==> src/rtl/corescore_rst_pkg.sv <==
// Shared definitions for the corescore reset sequencer: FSM state encoding
// and a width helper for counters that must be at least one bit wide.
package corescore_rst_pkg;

  typedef enum logic [1:0] {
    ST_RESET   = 2'd0,
    ST_HOLD    = 2'd1,
    ST_RELEASE = 2'd2,
    ST_RUN     = 2'd3
  } rst_state_e;

  // Width needed to count 0..limit-1, never less than one bit.
  function automatic int clog2_min1(input int limit);
    return (limit <= 2) ? 1 : $clog2(limit);
  endfunction

endpackage

==> src/rtl/corescore_rst_sync.sv <==
// Reset synchroniser: assertion passes through asynchronously, deassertion is
// delayed by SYNC_STAGES edges of i_clk so it is clean in this domain.
module corescore_rst_sync #(
  parameter int SYNC_STAGES = 2
) (
  input  logic i_clk,
  input  logic i_rst,
  output logic o_sync_ok
);

  logic [SYNC_STAGES-1:0] sync_q;

  // Shift a constant 1 through the chain once i_rst has dropped.
  always_ff @(posedge i_clk or posedge i_rst) begin
    if (i_rst) begin
      sync_q <= '0;
    end else begin
      sync_q <= {sync_q[SYNC_STAGES-2:0], 1'b1};
    end
  end

  assign o_sync_ok = sync_q[SYNC_STAGES-1];

endmodule

==> src/rtl/corescore_reset_sequencer.sv <==
// Staged reset release: after the board reset is synchronised and a settle
// time has elapsed, the o_rst bits are released one at a time, lowest first.
// A soft-reset request re-runs the sequence without a full reset.
module corescore_reset_sequencer
  import corescore_rst_pkg::*;
#(
  parameter int SYNC_STAGES = 2,
  parameter int HOLD_CYCLES = 16,
  parameter int STAGE_GAP   = 4,
  parameter int NUM_OUTPUTS = 4
) (
  input  logic                   i_clk,
  input  logic                   i_rst,
  input  logic                   i_soft_rst,
  output logic [NUM_OUTPUTS-1:0] o_rst,
  output logic                   o_ready,
  output logic [7:0]             o_seq_count
);

  localparam int CNT_W = clog2_min1(HOLD_CYCLES);
  localparam int GAP_W = clog2_min1(STAGE_GAP);
  localparam int IDX_W = clog2_min1(NUM_OUTPUTS);

  localparam logic [CNT_W-1:0] CNT_LAST = CNT_W'(HOLD_CYCLES - 1);
  localparam logic [GAP_W-1:0] GAP_LAST = GAP_W'(STAGE_GAP - 1);
  localparam logic [IDX_W-1:0] IDX_LAST = IDX_W'(NUM_OUTPUTS - 1);

  logic                   sync_ok;
  rst_state_e             state_q;
  logic [CNT_W-1:0]       cnt_q;
  logic [GAP_W-1:0]       gap_q;
  logic [IDX_W-1:0]       idx_q;
  logic [NUM_OUTPUTS-1:0] rst_q;
  logic                   ready_q;
  logic [7:0]             seq_count_q;
  logic [7:0]             seq_count_d;
  logic [NUM_OUTPUTS-1:0] idx_mask;

  corescore_rst_sync #(
    .SYNC_STAGES (SYNC_STAGES)
  ) u_sync (
    .i_clk     (i_clk),
    .i_rst     (i_rst),
    .o_sync_ok (sync_ok)
  );

  // Saturating completion counter and the one-hot mask of the bit being released.
  always_comb begin
    seq_count_d = (seq_count_q == 8'hFF) ? seq_count_q : seq_count_q + 8'd1;
    idx_mask    = NUM_OUTPUTS'(1) << idx_q;
  end

  // Sequencer FSM; all outputs are registered here.
  always_ff @(posedge i_clk or posedge i_rst) begin
    if (i_rst) begin
      state_q     <= ST_RESET;
      cnt_q       <= '0;
      gap_q       <= '0;
      idx_q       <= '0;
      rst_q       <= '1;
      ready_q     <= 1'b0;
      seq_count_q <= '0;
    end else if (state_q == ST_RESET) begin
      // Soft reset has no meaning until the synchroniser has settled.
      if (sync_ok) begin
        state_q <= ST_HOLD;
        cnt_q   <= '0;
      end
    end else if (i_soft_rst) begin
      state_q <= ST_HOLD;
      cnt_q   <= '0;
      gap_q   <= '0;
      idx_q   <= '0;
      rst_q   <= '1;
      ready_q <= 1'b0;
    end else begin
      case (state_q)
        ST_HOLD: begin
          if (cnt_q == CNT_LAST) begin
            rst_q[0] <= 1'b0;
            gap_q    <= '0;
            if (NUM_OUTPUTS == 1) begin
              state_q     <= ST_RUN;
              ready_q     <= 1'b1;
              seq_count_q <= seq_count_d;
            end else begin
              state_q <= ST_RELEASE;
              idx_q   <= IDX_W'(1);
            end
          end else begin
            cnt_q <= cnt_q + CNT_W'(1);
          end
        end
        ST_RELEASE: begin
          if (gap_q == GAP_LAST) begin
            rst_q <= rst_q & ~idx_mask;
            gap_q <= '0;
            if (idx_q == IDX_LAST) begin
              state_q     <= ST_RUN;
              ready_q     <= 1'b1;
              seq_count_q <= seq_count_d;
            end else begin
              idx_q <= idx_q + IDX_W'(1);
            end
          end else begin
            gap_q <= gap_q + GAP_W'(1);
          end
        end
        default: begin
          // RUN: outputs hold until a reset of either kind.
        end
      endcase
    end
  end

  assign o_rst       = rst_q;
  assign o_ready     = ready_q;
  assign o_seq_count = seq_count_q;

endmodule
==> config.mk <==
export PLATFORM = sky130hd
export DESIGN_NAME = corescore_reset_sequencer
export DESIGN_NICKNAME = d
export VERILOG_FILES = /design/src/rtl/corescore_rst_pkg.sv /design/src/rtl/corescore_rst_sync.sv /design/src/rtl/corescore_reset_sequencer.sv
export SDC_FILE = /design/constraint.sdc
export NUM_CORES = 1
export LEC_CHECK = 0
export CORE_MARGIN = 1.5
export CORE_UTILIZATION = 40
export CTS_CLUSTER_DIAMETER = 100
export DETAILED_ROUTE_END_ITERATION = 6
export SLEW_MARGIN = 5
export SYNTH_ARGS = -nofsm -noshare
export SYNTH_HDL_FRONTEND = slang
export SYNTH_SLANG_ARGS = --single-unit
==> constraint.sdc <==
create_clock -name i_clk -period 1.8 [get_ports i_clk]
set_input_delay 0.36 -clock i_clk [delete_from_list [all_inputs] [get_ports i_clk]]
set_output_delay 0.36 -clock i_clk [all_outputs]
set_load 0.02 [all_outputs]
==> run metrics <==
CTS tree built; drt via density 5.22; 1st-pass router iterations 4; hold crit path type flop to flop; Critical R2R Launch state_q[1]$_DFFE_PP0P_; vias in the first global route 1148; post-synth top area share 34.3%; clock input transition at the sequential cells of the worst setup and hold paths 90 ps; Slew Viols, Final 0; Final Instance Area around 1900 µm²; initial antenna violation count 0; antenna cell count 0; num ports 16; Site Rows 22; status finished, final reports clean; clk_lat worst skew around 270 ps; Synthesis Warnings 0; CP Capture Type flop; WL final 3240 µm; most frequently used flop master after synthesis dfrtp_1; Root Buffer clkbuf_8; pin count of the biggest net entering global routing 26; total power 0.00179 W; ANT nets after route 0; DP Area between 1500 and 2000 µm²; fraction of layout cells with a size suffix above 1 21.9%; Final Skew 0.971 ps; first-pass GRT wire length between 5000 and 6000 µm; Top Family by Delay on Critical Path simple AND/OR/NAND/NOR gates; Crit. path cell count 6; Worst EP arrival a little under 2000 ps; Syn Inst Count between 150 and 200; hpwl dp 2490 µm; Post-Syn Area 1530 µm²; CP peak stage delay between 400 and 500 ps; Max Cap Viol 0; setup bufs post-CTS 0; VDD IR-drop max 0.483 mV; Bufs on Longest Clock Path 2; Initial Util 41.8%; min Tclk post-route 1800 ps; Syn Nets 168; Required @ worst endpoint 1970 ps; FF-to-FF End idx_q[1]$_DFFE_PP0P_; crit path launch type flop; count of final setup violators 0; Crit-path slowest cell dfrtp_1; register bit total from synthesis 25; Fin. Hold Viols 0; GRT overflow 0; clock sink count 25; H-tree levels 1; via count 1206; Post-route DRC 0; Die H 64.9 µm; # nets final 201; Reg2Reg Setup Slack 5 ps; share of flip-flops with an asynchronous set or reset 100%; Filler Cell Count 361; Mapped Avg Cell Area 10.1 µm²; Tot GR Track Use 16.4%; most common cell in the synthesized netlist dfrtp_1; P&R area growth vs syn 24.6%; core box area 3660 µm²; Avg WL per Cell 14.0 µm; largest fanout on the critical path 5; synth top area cells dfrtp_1 (34%), ha_1 (11%), dfstp_2 (6.9%); PD cells 939 nW/µm²; initial drt markers between 70 and 80; synth unique cells 44; Die W roughly 65 µm; part of the cycle the worst path needs 99.7%; LEAKAGE slightly below 0.9 nW; critical path cell sequence inv_1 > ha_2 > nor2_1 > nor4b_2 > a221oi_2 > a31o_2; post-synth top area cell dfrtp_1; die area 4210 µm²; highest clock rate roughly 0.56 GHz; number of synthesized flops with an enable pin 0; unrepaired setup endpoints after global routing yes; GPL Wtd Cong 0.908; number of buffers created by CTS 3; R2R cell count 6; kind of critical path flop to flop; sequential fraction of the synthesis area 41.2%; Worst Setup SP state_q[1]$_DFFE_PP0P_; worst path buffer plus inverter count 1; commonest cells in the synthesized netlist dfrtp_1 (21), inv_1 (16), ha_1 (14); CP endpoint idx_q[1]$_DFFE_PP0P_; Port Buffer Count 15
## final cells by class
cell class	instances	area (µm²)	area share, %
multi-input cells	106	821	43.0
flip-flops and latches	25	631	33.0
repair buffers	32	288	15.1
inverters	16	60.1	3.15
well taps	48	60.1	3.15
clock buffers	3	41.3	2.16
clock inverters	1	7.51	0.393
## registers in the layout (all words and copies together), names as in the netlist
name and cells:
cnt_q 4, u_sync.sync_q 2, o_seq_count 8, o_ready 1, idx_q 2, o_rst 4
state_q 2, gap_q 2
## stage by stage
step	worst slack (ps)	setup TNS, ps	instances	util [%]	hold slack, ps
floorplan	145	0	151	-	331
global placement	15.1	0	227	50.2	334
detailed placement	-38.0	-49.6	227	50.2	358
CTS	4.47	0	231	51.6	381
global route	-57.0	-59.3	231	52.1	406
finish	4.93	0	231	52.1	382
## how the worst min path moves through the flow
stage,start,endpoint,slack (ps),cells after the start
finish,u_sync.sync_q[0]$_DFF_PP0_,u_sync.sync_q[1]$_DFF_PP0_,380,0
global route,u_sync.sync_q[0]$_DFF_PP0_,u_sync.sync_q[1]$_DFF_PP0_,410,0
CTS,u_sync.sync_q[0]$_DFF_PP0_,u_sync.sync_q[1]$_DFF_PP0_,380,0
detailed placement,u_sync.sync_q[0]$_DFF_PP0_,u_sync.sync_q[1]$_DFF_PP0_,360,0
global placement,u_sync.sync_q[0]$_DFF_PP0_,u_sync.sync_q[1]$_DFF_PP0_,330,0
floorplan,u_sync.sync_q[0]$_DFF_PP0_,u_sync.sync_q[1]$_DFF_PP0_,330,0
## cells by family (layout without fill, tap and decap cells)
kind of cell	after synthesis	in the layout	synth area share [%]
compound gates	33	33	16.0
xor+xnor	2	2	1.14
fa+ha+maj	14	14	11.4
buf+inv	20	52	5.96
flops	25	25	41.2
mux	6	6	4.25
other cells	1	1	0.245
simple gates	50	50	19.8
## placed cells by master, fill, tap and decap left out, types with 3 or more instances in the layout
cell	n
inv_1	16
nor2_1	9
a21oi_1	6
dfrtp_1	21
clkdlybuf4s50_1	11
clkbuf_8	3
buf_4	17
and3_1	4
nor3_1	3
mux2_2	4
nand2_1	10
ha_1	12
dlymetal6s2s_1	4
nand2b_1	3
nand3_1	4
o21ai_0	9
dfstp_2	4
nand4_1	6
## per-layer routing
| metal | vias up | global-route usage [%] | part of all wire (%) |
|---|---|---|---|
| li1 | 603 | - | - |
| met1 | 583 | 21.9 | 48 |
| met2 | 16 | 27.3 | 49 |
| met3 | 4 | 2.60 | 2.3 |
| met4 | 0 | 4.79 | 1.0 |
| met5 | - | 0 | 0 |
## power breakdown
| group | switching [W] | leakage (nW) | internal [W] |
|---|---|---|---|
| Sequential | 0.0000616 | 0.313 | 0.000630 |
| Combinational | 0.000421 | 0.545 | 0.000335 |
| Clock | 0.000187 | 0.0217 | 0.000157 |
## what timing repair did
item	4_1_cts	5_1_grt
hold buffers	0	0
pin swaps	0	1
resized for setup	1	7
setup endpoints to repair	1	9
gates cloned	0	0
Power figures use the tool's default switching activity.
